<file path="src/rtl/dmem_arbiter.sv">
// dmem_arbiter: two-port arbiter in front of a single-ported data memory.
//   Port 0 is the core datapath, port 1 the loader/debug port. At most one
//   request is accepted per cycle; the response strobe follows one cycle
//   after acceptance on the accepting port (read data = registered
//   mem_rdata, writes return 0).
//   Port 1 may hold its grant with p1_lock. Per-port starvation counters
//   force the waiting port through after STARVE_MAX lost cycles, overriding
//   both the priority policy and the lock.
// Configuration macro:
//   DMEM_ARB_RR_EN  defined   -> round-robin resolution of contention
//                   undefined -> fixed priority to port 0
// Ports:
//   clk, reset (async, active-low)
//   p0_*/p1_*   request (valid, we, addr, wdata), ready, response
//   p1_lock     port 1 asks to keep its grant
//   core_stall  p0_valid & ~p0_ready
//   mem_*       combinational DMEM interface
module dmem_arbiter #(
  parameter int unsigned AW         = 32,
  parameter int unsigned DW         = 32,
  parameter int unsigned STARVE_MAX = 8
) (
  input  logic          clk,
  input  logic          reset,
  input  logic          p0_valid,
  input  logic          p0_we,
  input  logic [AW-1:0] p0_addr,
  input  logic [DW-1:0] p0_wdata,
  input  logic          p1_valid,
  input  logic          p1_we,
  input  logic [AW-1:0] p1_addr,
  input  logic [DW-1:0] p1_wdata,
  input  logic          p1_lock,
  output logic          p0_ready,
  output logic          p1_ready,
  output logic          p0_rsp_valid,
  output logic [DW-1:0] p0_rsp_rdata,
  output logic          p1_rsp_valid,
  output logic [DW-1:0] p1_rsp_rdata,
  output logic          core_stall,
  output logic [AW-1:0] mem_addr,
  output logic [DW-1:0] mem_wdata,
  output logic          mem_we,
  input  logic [DW-1:0] mem_rdata
);

  localparam int unsigned CW = $clog2(STARVE_MAX + 1);
  typedef logic [CW-1:0] cnt_t;
  localparam cnt_t CNT_MAX = cnt_t'(STARVE_MAX);

  typedef enum logic {
    UNLOCKED = 1'b0,
    LOCKED1  = 1'b1
  } lock_e;

  lock_e         lock_q, lock_d;
  cnt_t          starve0_q, starve0_d;
  cnt_t          starve1_q, starve1_d;
  logic          rsp0_valid_q, rsp0_valid_d;
  logic          rsp1_valid_q, rsp1_valid_d;
  logic [DW-1:0] rsp0_rdata_q, rsp0_rdata_d;
  logic [DW-1:0] rsp1_rdata_q, rsp1_rdata_d;
  logic [AW-1:0] mem_addr_q, mem_addr_d;
  logic [DW-1:0] mem_wdata_q, mem_wdata_d;
`ifdef DMEM_ARB_RR_EN
  logic          rr_ptr_q, rr_ptr_d;
`endif

  logic gnt0, gnt1;
  logic starved0, starved1;

  assign starved0 = (starve0_q == CNT_MAX);
  assign starved1 = (starve1_q == CNT_MAX);

  // Grant selection. Ready is forced low while reset is asserted.
  always_comb begin
    gnt0 = 1'b0;
    gnt1 = 1'b0;
    if (reset) begin
      if (p0_valid && p1_valid) begin
        if (starved0) begin
          gnt0 = 1'b1;
        end else if (starved1) begin
          gnt1 = 1'b1;
        end else if (lock_q == LOCKED1) begin
          gnt1 = 1'b1;
        end else begin
`ifdef DMEM_ARB_RR_EN
          gnt0 = ~rr_ptr_q;
          gnt1 = rr_ptr_q;
`else
          gnt0 = 1'b1;
`endif
        end
      end else if (p0_valid) begin
        gnt0 = (lock_q == UNLOCKED) || starved0;
      end else if (p1_valid) begin
        gnt1 = 1'b1;
      end
    end
  end

  assign p0_ready   = gnt0;
  assign p1_ready   = gnt1;
  assign core_stall = p0_valid & ~p0_ready;

  // Memory side: granted request passes straight through; idle cycles
  // replay the last address/data with the write enable low.
  always_comb begin
    mem_addr_d  = mem_addr_q;
    mem_wdata_d = mem_wdata_q;
    mem_we      = 1'b0;
    if (gnt0) begin
      mem_addr_d  = p0_addr;
      mem_wdata_d = p0_wdata;
      mem_we      = p0_we;
    end else if (gnt1) begin
      mem_addr_d  = p1_addr;
      mem_wdata_d = p1_wdata;
      mem_we      = p1_we;
    end
  end

  assign mem_addr  = mem_addr_d;
  assign mem_wdata = mem_wdata_d;

  // Starvation counters, responses, lock FSM and round-robin pointer.
  always_comb begin
    starve0_d    = starve0_q;
    starve1_d    = starve1_q;
    rsp0_valid_d = gnt0;
    rsp1_valid_d = gnt1;
    rsp0_rdata_d = rsp0_rdata_q;
    rsp1_rdata_d = rsp1_rdata_q;
    lock_d       = lock_q;
`ifdef DMEM_ARB_RR_EN
    rr_ptr_d     = rr_ptr_q;
`endif

    if (!p0_valid || gnt0) begin
      starve0_d = '0;
    end else if (!starved0) begin
      starve0_d = starve0_q + 1'b1;
    end
    if (!p1_valid || gnt1) begin
      starve1_d = '0;
    end else if (!starved1) begin
      starve1_d = starve1_q + 1'b1;
    end

    if (gnt0) begin
      rsp0_rdata_d = p0_we ? '0 : mem_rdata;
    end
    if (gnt1) begin
      rsp1_rdata_d = p1_we ? '0 : mem_rdata;
    end

    // Unlock is taken on the same edge where port 0's counter saturates, so
    // the starvation override never has to coexist with LOCKED1.
    unique case (lock_q)
      UNLOCKED: if (gnt1 && p1_lock && (starve0_d != CNT_MAX)) lock_d = LOCKED1;
      LOCKED1:  if (!p1_lock || (starve0_d == CNT_MAX))        lock_d = UNLOCKED;
      default:  lock_d = UNLOCKED;
    endcase

`ifdef DMEM_ARB_RR_EN
    if (p0_valid && p1_valid && (gnt0 || gnt1)) begin
      rr_ptr_d = gnt0;
    end
`endif
  end

  always_ff @(posedge clk or negedge reset) begin
    if (!reset) begin
      lock_q       <= UNLOCKED;
      starve0_q    <= '0;
      starve1_q    <= '0;
      rsp0_valid_q <= 1'b0;
      rsp1_valid_q <= 1'b0;
      rsp0_rdata_q <= '0;
      rsp1_rdata_q <= '0;
      mem_addr_q   <= '0;
      mem_wdata_q  <= '0;
`ifdef DMEM_ARB_RR_EN
      rr_ptr_q     <= 1'b0;
`endif
    end else begin
      lock_q       <= lock_d;
      starve0_q    <= starve0_d;
      starve1_q    <= starve1_d;
      rsp0_valid_q <= rsp0_valid_d;
      rsp1_valid_q <= rsp1_valid_d;
      rsp0_rdata_q <= rsp0_rdata_d;
      rsp1_rdata_q <= rsp1_rdata_d;
      mem_addr_q   <= mem_addr_d;
      mem_wdata_q  <= mem_wdata_d;
`ifdef DMEM_ARB_RR_EN
      rr_ptr_q     <= rr_ptr_d;
`endif
    end
  end

  assign p0_rsp_valid = rsp0_valid_q;
  assign p1_rsp_valid = rsp1_valid_q;
  assign p0_rsp_rdata = rsp0_rdata_q;
  assign p1_rsp_rdata = rsp1_rdata_q;

endmodule

</file>
<file path="config.mk">
export PLATFORM = sky130hd
export DESIGN_NAME = dmem_arbiter
export DESIGN_NICKNAME = d
export VERILOG_FILES = /design/src/rtl/dmem_arbiter.sv
export SDC_FILE = /design/constraint.sdc
export NUM_CORES = 1
export LEC_CHECK = 0
export CORE_AREA = 2 2 130 132
export CTS_BUF_LIST = sky130_fd_sc_hd__clkbuf_2 sky130_fd_sc_hd__clkbuf_4 sky130_fd_sc_hd__clkbuf_8
export DETAILED_ROUTE_END_ITERATION = 8
export DIE_AREA = 0 0 132 134
export PLACE_DENSITY = 0.8
export SLEW_MARGIN = 20
export SYNTH_ARGS = -nofsm -noshare
export SYNTH_HDL_FRONTEND = slang
export SYNTH_SLANG_ARGS = --single-unit
</file>
<file path="constraint.sdc">
create_clock -name clk -period 3.5 [get_ports clk]
set_clock_uncertainty 0.05 [all_clocks]
set_input_delay 0.7 -clock clk [delete_from_list [all_inputs] [get_ports clk]]
set_output_delay 0.7 -clock clk [all_outputs]
set_load 0.05 [all_outputs]
</file>
==> flow_metrics.env, run 1 <==
export IMPL_outcome="finished, final reports clean"
export IMPL_r2r_slack_ns=0.16
export IMPL_synth_compound_area_share_pct=3.76
export IMPL_synthSimpleGateAreaFrac_pct=7.95
export IMPL_clk_latency_ns=0.43
export IMPL_ir_worst_vdd_v=0.000315
export IMPL_grt_pass1_vias=6186
export IMPL_critPathKind="register to output port"
export IMPL_syn_instance_count=515
export IMPL_drv_cap=0
export IMPL_finalWorstSetupSlack_ns=0.0293
export IMPL_setup_viol=0
export IMPL_fin_cells=1121
export IMPL_grt_start_max_net_pins=84
export IMPL_route_detailed_drc=0
export IMPL_synthesis_area_mm2=0.00699
export IMPL_avgRoutedWirePerCell_um=18.8
export IMPL_dpl_cell_area_mm2=0.0103
export IMPL_io_buffers=300
export IMPL_fin_area_mm2=0.0112
export IMPL_synth_nets=686
export IMPL_path_clk_slew_ns=0.08
export IMPL_yosys_area_top_type="dfrtp_1"
export IMPL_grt_pass1_wl_um=33700
export IMPL_detail_route_antenna_nets=0
export IMPL_initial_core_util_pct=42.9
export IMPL_cts_buffer_depth=2
export IMPL_fillerInstances=1107
export IMPL_multi_input_area_mm2=0.00325
export IMPL_cts_made_buffers=17
export IMPL_synth_common_cells="dfrtp_1, mux2_4, nand2_1"
export IMPL_hp_class="primary input to async pin"
export IMPL_max_slew_margin_pct=46.8
export IMPL_dp_slack_ns=-0.0599
export IMPL_root_buffer="clkbuf_8"
export IMPL_path_max_fanout=7
export IMPL_rr_startpoint="starve1_q[0]"
export IMPL_syn_avg_cell_area_um2=13.6
export IMPL_path_cells="inv_2, ha_4, and3b_2, o311ai_4, buf_4, buf_12, buf_8, mux2_4, mux2_4, buf_6"
export IMPL_ys_async_sr_fraction_pct=100
export IMPL_timing_final_crit_share_pct=99.2
export IMPL_start_kind="register"
export IMPL_drt_total_wl_um=21100
export IMPL_htree_levels=4
export IMPL_p_total_mw=5.93
export IMPL_diodes=0
export IMPL_timing_rr_end="starve1_q[0]"
export IMPL_cp_end_kind="output port"
export IMPL_place_hpwl_um=15000
export IMPL_vias=5487
export IMPL_wl_met1_um=8210
export IMPL_fin_util_pct=69.0
export IMPL_cts_hold_buf=0
export IMPL_yosysWarnings=0
export IMPL_grt_usage_pct=24.4
export IMPL_critical_path_slowest_cell="dfrtp_1"
export IMPL_synth_top_area_share_pct=49.8
export IMPL_synth_flop_cell="dfrtp_1"
export IMPL_regArea_mm2=0.00348
export IMPL_cp_arrival_ns=2.72
export IMPL_nets=1059
export IMPL_synth_adder_area_share_pct=0.716
export IMPL_fmax_mhz=288
export IMPL_critPathTopFamily="buffers and inverters"
export IMPL_finalHoldViolCount=0
export IMPL_die_width_um=132
export IMPL_rsz0062_at_grt="yes"
export IMPL_r2r_cells=23
export IMPL_ys_seq_area_share_pct=49.8
export IMPL_synthToLayoutAreaGrowth_pct=60.7
export IMPL_met2_length_um=10300
export IMPL_placed_cells=1056
export IMPL_finalWeightedCongestion=0.870
export IMPL_worst_path_most_repeated_cell="mux2_4"
export IMPL_cts_num_sinks=139
export IMPL_min_period_ns=3.47
export IMPL_core_area_mm2=0.0163
export IMPL_core_rowCount=47
export IMPL_power_per_cell_area_mw_per_mm2=528
export IMPL_met3WireLength_um=1930
export IMPL_drtIter0Drc=156
export IMPL_synth_distinct_cells=30
export IMPL_vias_per_cell=4.89
export IMPL_synthXorXnorAreaFrac_pct=0.627
export IMPL_die_h_um=134
export IMPL_grt_antenna_before_repair=0
export IMPL_yosys_mux_area_fraction_pct=32.7
export IMPL_first_pass_iters=4
export IMPL_p_leak_nw=5.40
export IMPL_critPathRequiredTime_ns=2.75
export IMPL_cp_num_buf_inv=5
export IMPL_whs_ns=0.368
export IMPL_synth_seq_cells=139
export IMPL_tightest_slew_ns=0.797
export IMPL_slowest_delay_ns=0.38
export IMPL_grt_overflow=0
export IMPL_ys_top_cells_by_area="dfrtp_1, mux2_4, mux2_2"
export IMPL_die_area_mm2=0.0177
export IMPL_ios=301
export IMPL_yosysMostFrequentCell="dfrtp_1"
export IMPL_highest_layer="met4"
export IMPL_synth_edf_count=0
export IMPL_setup_tns_ns=0
export IMPL_cts_tree="built"
export IMPL_drive_above_1_share_pct=39.8
export IMPL_synth_top_family_by_area="multiplexers"
export IMPL_slew_violations=0
## flip-flops by register name, indices dropped and copies added (netlist names)
name / count
starve0_q: 4
p0_rsp_valid: 1
starve1_q: 4
p1_rsp_valid: 1
lock_q: 1
p1_rsp_rdata: 32
p0_rsp_rdata: 32
mem_wdata_q: 32
mem_addr_q: 32
## metal layers
layer  vias up  GRT usage [%]
met5         -              0
met2       250           41.1
li1       2514              -
met1      2678           27.5
met4         0           10.9
met3        45           9.41
## placed cells by master, fill, tap and decap left out, drive strengths merged
cell and count:
nand3 3, and3b 2, dlygate4sd2 1, xnor2 2
o311ai 1, bufinv 2, nand4b 1, ha 4
clkinvlp 1, a211oi 4, and2 1, nor2b 32
clkinv 8, nor3 3, a22o 1, a221oi 1
nand2 72, clkdlybuf4s50 230, a21oi 2, clkbuf 19
o21ai 34, a311oi 1, nor2 2, mux2 162
nand3b 2, inv 13, buf 155, dfrtp 139
xor2 3
## power by group
group          internal (mW)  switching [mW]
clock                  0.655           0.652
sequential              1.86           0.108
combinational           1.21            1.45
## worst max path at each step
stage | from | endpoint | cells after the start
2_1_floorplan | starve1_q[0] | core_stall | 10
3_3_place_gp | p0_valid | mem_wdata[24] | 8
3_5_place_dp | p0_valid | mem_addr[13] | 8
4_1_cts | starve1_q[0] | mem_addr[13] | 10
5_1_grt | starve1_q[0] | mem_addr[19] | 10
6_report | starve1_q[0] | mem_addr[13] | 10
## cell type report
cell class | instances | area share [%]
timing repair buffer | 386 | 33.8
sequential | 139 | 31.0
multi-input combinational | 333 | 28.9
tap | 220 | 2.45
clock buffer | 19 | 2.22
clock inverter | 13 | 1.28
inverter | 11 | 0.368
## cells by family after synthesis
kind of cell | count (synthesis)
flip-flops | 139
XOR/XNOR | 5
multiplexers | 162
adder cells (fa/ha/maj) | 4
buffers and inverters | 43
AND/OR/NAND/NOR | 118
AO/OA/AOI/OAI | 44
## what timing repair did
action / in CTS / in global routing
gates cloned: 2 / 0
buffers inserted: 30 / 3
endpoints found under the setup margin: 64 / 66
hold endpoints to repair: 0 / 0
pin swaps: 2 / 3
resized for setup: 59 / 9
No activity file was read; power rests on OpenSTA's default activity.
==> run 2: changes to the inputs <==
Settings changed: CELL_PAD_IN_SITES_DETAIL_PLACEMENT set to 1, CELL_PAD_IN_SITES_GLOBAL_PLACEMENT set to 1, CORE_AREA 2 2 130 132 to 2 2 147 149, DIE_AREA 0 0 132 134 to 0 0 149 151, PLACE_DENSITY 0.8 to 0.81.
==> run 2 against run 1 <==
Compared with the run above:
- the flow now finishes with violations (setup timing)
- clock-buffer cell count rose by 1
- combinational power rose by 12%
- via count increased by 3.4%
- sequential cell count did not move
- worst hold slack worse by 0.054 ns
- worst setup slack lost 0.12 ns
- highest routed layer unchanged
- register-to-register slack gained 0.58 ns
- critical path type is now primary input to output port
- first-iteration DRC count fell by 1.3%
- wire length rose by 32%
- total power rose by 4.7%
- core utilization decreased by 13 points
- die area increased by 27%
==> flow_metrics.env, run 2 (same netlist as run 1, synthesis figures left out) <==
export IMPL_finalWeightedCongestion=0.737
export IMPL_final_cell_mix="clkdlybuf4s50_1, dfrtp_1, mux2_4, buf_4, nand2_1"
export IMPL_fin_area_mm2=0.0117
export IMPL_power_per_cell_area_mw_per_mm2=531
export IMPL_drtIter0Drc=154
export IMPL_whs_ns=0.313
export IMPL_ir_worst_vdd_v=0.000225
export IMPL_drv_cap=0
export IMPL_grt_pass1_wl_um=37800
export IMPL_combPwrFrac_pct=47.8
export IMPL_cts_buffer_depth=2
export IMPL_violations="setup timing"
export IMPL_finalWorstSetupSlack_ns=-0.0903
export IMPL_timing_final_crit_share_pct=103
export IMPL_grt_overflow=0
export IMPL_mostFrequentLayoutCell="clkdlybuf4s50_1"
export IMPL_placed_cells=1108
export IMPL_vias_per_cell=4.74
export IMPL_htree_levels=4
export IMPL_critPathKind="primary input to output port"
export IMPL_rsz0062_at_grt="yes"
export IMPL_avgRoutedWirePerCell_um=23.3
export IMPL_clk_latency_ns=0.44
export IMPL_slew_violations=0
export IMPL_power_switching_mw=2.42
export IMPL_path_max_fanout=8
export IMPL_detail_route_antenna_nets=0
export IMPL_start_kind="primary input"
export IMPL_critPathRequiredTime_ns=2.75
export IMPL_dpl_cell_area_mm2=0.0104
export IMPL_cts_made_buffers=17
export IMPL_cts_num_sinks=139
export IMPL_fin_util_pct=56.1
export IMPL_power_frac_clock_pct=20.3
export IMPL_worst_path_most_repeated_cell="mux2_4"
export IMPL_die_width_um=149
export IMPL_ios=301
export IMPL_r2r_slack_ns=0.74
export IMPL_synthToLayoutAreaGrowth_pct=67.2
export IMPL_fin_cells=1198
export IMPL_first_pass_iters=5
export IMPL_cp_arrival_ns=2.84
export IMPL_path_clk_slew_ns=0.09
export IMPL_drt_total_wl_um=27900
export IMPL_cts_tree="built"
export IMPL_cp_end_kind="output port"
export IMPL_grt_antenna_before_repair=2
export IMPL_max_slew_margin_pct=45.0
export IMPL_critPathTopFamily="buffers and inverters"
export IMPL_grt_start_max_net_pins=140
export IMPL_io_buffers=300
export IMPL_switching_share_pct=39.0
export IMPL_outcome="complete, but fails checks"
export IMPL_place_hpwl_um=17000
export IMPL_p_leak_nw=5.54
export IMPL_path_cells="clkdlybuf4s50_1, and2_4, o311ai_4, buf_6, buf_12, buf_16, mux2_4, mux2_4, buf_8"
export IMPL_finalHoldViolCount=0
export IMPL_fmax_mhz=279
export IMPL_tightest_slew_ns=0.824
export IMPL_critical_path_slowest_cell="clkdlybuf4s50_1"
export IMPL_root_buffer="clkbuf_8"
export IMPL_initial_core_util_pct=33.6
export IMPL_die_area_mm2=0.0225
export IMPL_drive_above_1_share_pct=41.0
export IMPL_grt_pass1_vias=6280
export IMPL_route_detailed_drc=0
export IMPL_hp_class="primary input to async pin"
export IMPL_core_rowCount=53
export IMPL_die_h_um=151
export IMPL_p_int_mw=3.79
export IMPL_nets=1079
export IMPL_min_period_ns=3.59
export IMPL_slowest_delay_ns=0.56
export IMPL_setup_viol=44
export IMPL_pwr_share_seq_pct=31.9
export IMPL_cp_num_buf_inv=5
export IMPL_core_area_mm2=0.0208
export IMPL_vias=5674
export IMPL_grt_usage_pct=22.3
[run 2: what timing repair did]
item,in CTS,in global routing
hold endpoints to repair,4,0
buffers inserted,26,29
hold buffers,1,0
pin swaps,3,3
resized for setup,64,69
endpoints found under the setup margin,68,67
cloned,3,0
[run 2: through the flow]
stage | worst slack, ns | setup TNS (ns) | total power [mW]
after global placement | -0.108 | -2.82 | 4.45
after CTS | -0.155 | -5.99 | 5.95
after detailed placement | -0.171 | -5.32 | 4.52
after global routing | -0.148 | -5.12 | 6.44
final | -0.0903 | -1.09 | 6.21
after floorplan | 0.575 | 0 | 3.60
[run 2: layout make-up]
cell class              count  area, um^2
inverters                  11        45.0
well taps                 275         344
fillers                  2114        9140
flip-flops and latches    139        3480
diodes                      2        5.00
clock inverters            12        87.6
multi-input cells         333        3260
repair buffers            406        4190
clock buffers              20         275
[run 2: final timing paths]
| path | depth (start not counted) | to | start |
|---|---|---|---|
| worst min register to register | 2 | p1_rsp_rdata[14] | p1_rsp_rdata[14] |
| worst max register to register | 12 | mem_addr_q[9] | starve1_q[1] |
| min in group clk | 2 | p1_rsp_rdata[14] | p1_rsp_rdata[14] |
| max in group asynchronous | 2 | starve0_q[2] | reset |
| worst min-delay path | 2 | p1_rsp_rdata[7] | reset |
| worst max-delay path | 9 | mem_wdata[22] | p1_valid |
[run 2: worst reg2reg max path, cell delays in order, from the launching register on]
cell and delay (ns):
dfrtp_1 0.38, inv_2 0.06, ha_4 0.15, and3b_2 0.22, o311ai_4 0.31, buf_6 0.16, buf_12 0.15, buf_16 0.17
mux2_4 0.32, mux2_4 0.29, buf_4 0.14, buf_4 0.12, buf_4 0.13
[run 2: power by group through the flow]
stage          clock network (mW)  registers, mW  logic (mW)
2_1_floorplan                   0           2.35        1.25
3_3_place_gp                    0           1.98        2.48
3_5_place_dp                    0           2.00        2.52
4_1_cts                      1.27           1.97        2.71
5_1_grt                      1.36           2.01        3.07
6_report                     1.26           1.98        2.97
[run 2: per-layer routing]
layer	global-route usage, %	share of wire (%)	vias to the layer above
li1	-	-	2547
met1	23.6	36	2797
met2	40.2	51	267
met3	8.31	9.0	63
met4	8.95	4.2	0
met5	0	0	-
==> run 3: changes to the inputs <==
Settings changed: CORE_AREA 2 2 147 149 to 2 2 141 143, DIE_AREA 0 0 149 151 to 0 0 143 145, PLACE_DENSITY 0.81 to 0.87.
Clock period 3.5 ns to 4.42 ns, I/O delays scaled along.
==> run 3 against run 2 <==
Compared with the run above:
- the run now ends clean
- global-route usage shrank 0.44 points
- first-iteration DRC count shrank 45%
- total power shrank 26%
- final cell count is 8.6% lower
- worst hold slack worse by 0.063 ns
==> flow_metrics.env, run 3 (same netlist as run 1, synthesis figures left out) <==
export IMPL_place_hpwl_um=16600
export IMPL_route_detailed_drc=0
export IMPL_grt_antenna_before_repair=0
export IMPL_switching_share_pct=38.5
export IMPL_grt_overflow=0
export IMPL_htree_levels=4
export IMPL_grt_pass1_wl_um=34900
export IMPL_endpoint="mem_addr[31]"
export IMPL_hp_class="primary input to async pin"
export IMPL_vias_per_cell=4.74
export IMPL_fmax_mhz=241
export IMPL_postCtsSetupBuffers=0
export IMPL_die_area_mm2=0.0207
export IMPL_p_int_mw=2.82
export IMPL_cts_hold_buf=0
export IMPL_critical_path_slowest_cell="clkdlybuf4s50_1"
export IMPL_cts_num_sinks=139
export IMPL_power_frac_clock_pct=23.8
export IMPL_combPwrFrac_pct=42.1
export IMPL_slew_violations=0
export IMPL_power_switching_mw=1.77
export IMPL_core_area_mm2=0.0192
export IMPL_io_buffers=300
export IMPL_setup_tns_ns=0
export IMPL_cp_arrival_ns=3.21
export IMPL_cts_tree="built"
export IMPL_drt_total_wl_um=22500
export IMPL_critPathKind="primary input to output port"
export IMPL_timing_final_crit_share_pct=93.8
export IMPL_die_width_um=143
export IMPL_fin_util_pct=54.6
export IMPL_detail_route_antenna_nets=0
export IMPL_drtIter0Drc=84
export IMPL_setup_viol=0
export IMPL_rr_startpoint="starve0_q[0]"
export IMPL_initial_core_util_pct=36.4
export IMPL_synthToLayoutAreaGrowth_pct=50.0
export IMPL_grt_pass1_vias=5991
export IMPL_clk_latency_ns=0.44
export IMPL_start_kind="primary input"
export IMPL_max_slew_margin_pct=28.4
export IMPL_nets=988
export IMPL_final_cell_mix="clkdlybuf4s50_1, dfrtp_1, mux2_4, buf_4, nand2_1"
export IMPL_fillerInstances=1968
export IMPL_startpoint="p0_valid"
export IMPL_timing_rr_end="p0_rsp_rdata[7]"
export IMPL_cts_resized=0
export IMPL_rsz0062_at_grt="no"
export IMPL_power_per_cell_area_mw_per_mm2=437
export IMPL_grt_start_max_net_pins=62
export IMPL_root_buffer="clkbuf_8"
export IMPL_cp_end_kind="output port"
export IMPL_pwr_share_seq_pct=34.1
export IMPL_diodes=0
export IMPL_tightest_slew_ns=1.07
export IMPL_die_h_um=145
export IMPL_ios=301
export IMPL_slowest_delay_ns=0.55
export IMPL_path_cells="clkdlybuf4s50_1, inv_1, o311ai_4, buf_12, buf_4, mux2_2, mux2_2, buf_4"
export IMPL_finalWeightedCongestion=0.774
export IMPL_outcome="finished, final reports clean"
export IMPL_r2r_cells=8
export IMPL_path_clk_slew_ns=0.09
export IMPL_core_rowCount=51
export IMPL_avgRoutedWirePerCell_um=20.5
export IMPL_drv_cap=0
export IMPL_finalHoldViolCount=0
export IMPL_mostFrequentLayoutCell="clkdlybuf4s50_1"
export IMPL_p_total_mw=4.58
export IMPL_drive_above_1_share_pct=33.7
export IMPL_critPathRequiredTime_ns=3.49
export IMPL_first_pass_iters=4
export IMPL_ir_worst_vdd_v=0.000318
export IMPL_vias=5187
export IMPL_r2r_slack_ns=1.80
export IMPL_p_leak_nw=4.95
export IMPL_path_max_fanout=19
export IMPL_min_period_ns=4.15
export IMPL_grt_usage_pct=21.9
export IMPL_cts_made_buffers=17
export IMPL_cts_buffer_depth=2
## run 3: changes by cell type in the layout (fill, tap and decap cells not counted), moves of 3 or more
| cell | before | now |
|---|---|---|
| clkinvlp_4 | 6 | 2 |
| inv_1 | 8 | 11 |
| mux2_4 | 126 | 122 |
| buf_12 | 10 | 6 |
| mux2_2 | 36 | 40 |
| buf_8 | 44 | 0 |
| buf_6 | 23 | 1 |
| buf_4 | 96 | 77 |
## run 3: layer usage
layer,GRT usage (%),vias up,routed length [um]
met5,0,-,0
li1,-,2364,-
met2,38.2,217,11300
met4,6.58,0,400
met1,24.0,2577,8440
met3,9.21,29,2350
## run 3: worst min path at each step
stage,end,start,cells past startpoint
3_5_place_dp,p1_rsp_rdata[9],p1_rsp_rdata[9],2
2_1_floorplan,starve1_q[1],starve1_q[1],2
4_1_cts,p1_rsp_rdata[13],reset,1
6_report,p1_rsp_rdata[13],reset,1
5_1_grt,p1_rsp_rdata[13],reset,1
3_3_place_gp,p1_rsp_rdata[25],p1_rsp_rdata[25],2
## run 3: power by group through the flow
stage | sequential, mW | clock, mW | combinational, mW
4_1_cts | 1.56 | 1.13 | 1.94
3_5_place_dp | 1.58 | 0 | 1.93
3_3_place_gp | 1.57 | 0 | 1.89
6_report | 1.56 | 1.09 | 1.93
2_1_floorplan | 1.86 | 0 | 0.988
5_1_grt | 1.58 | 1.18 | 2.02
## run 3: area by class of cell
cell class	instances	area [um^2]	area share, %
Sequential cell	139	3480	33.2
Multi-Input combinational cell	333	3200	30.5
Timing Repair Buffer	315	3020	28.8
Tap cell	265	332	3.16
Clock buffer	19	255	2.43
Clock inverter	13	155	1.48
Inverter	11	41.3	0.394
## run 3: per-stage QoR
| stage | hold WS [ns] | std cells | cell area [um^2] | worst slack [ns] |
|---|---|---|---|---|
| after floorplan | 0.498 | 515 | 6990 | 1.15 |
| after global placement | 0.410 | 1063 | 10100 | 0.346 |
| after detailed placement | 0.425 | 1063 | 10100 | 0.268 |
| after CTS | 0.230 | 1095 | 10500 | 0.267 |
| after global routing | 0.244 | 1095 | 10500 | 0.171 |
| final | 0.250 | 1095 | 10500 | 0.273 |
## run 3: worst max-delay path: cells and delay by family
kind,cells,cell delay [ns]
multiplexers,2,0.63
AO/OA/AOI/OAI,1,0.34
buffers and inverters,5,1.34
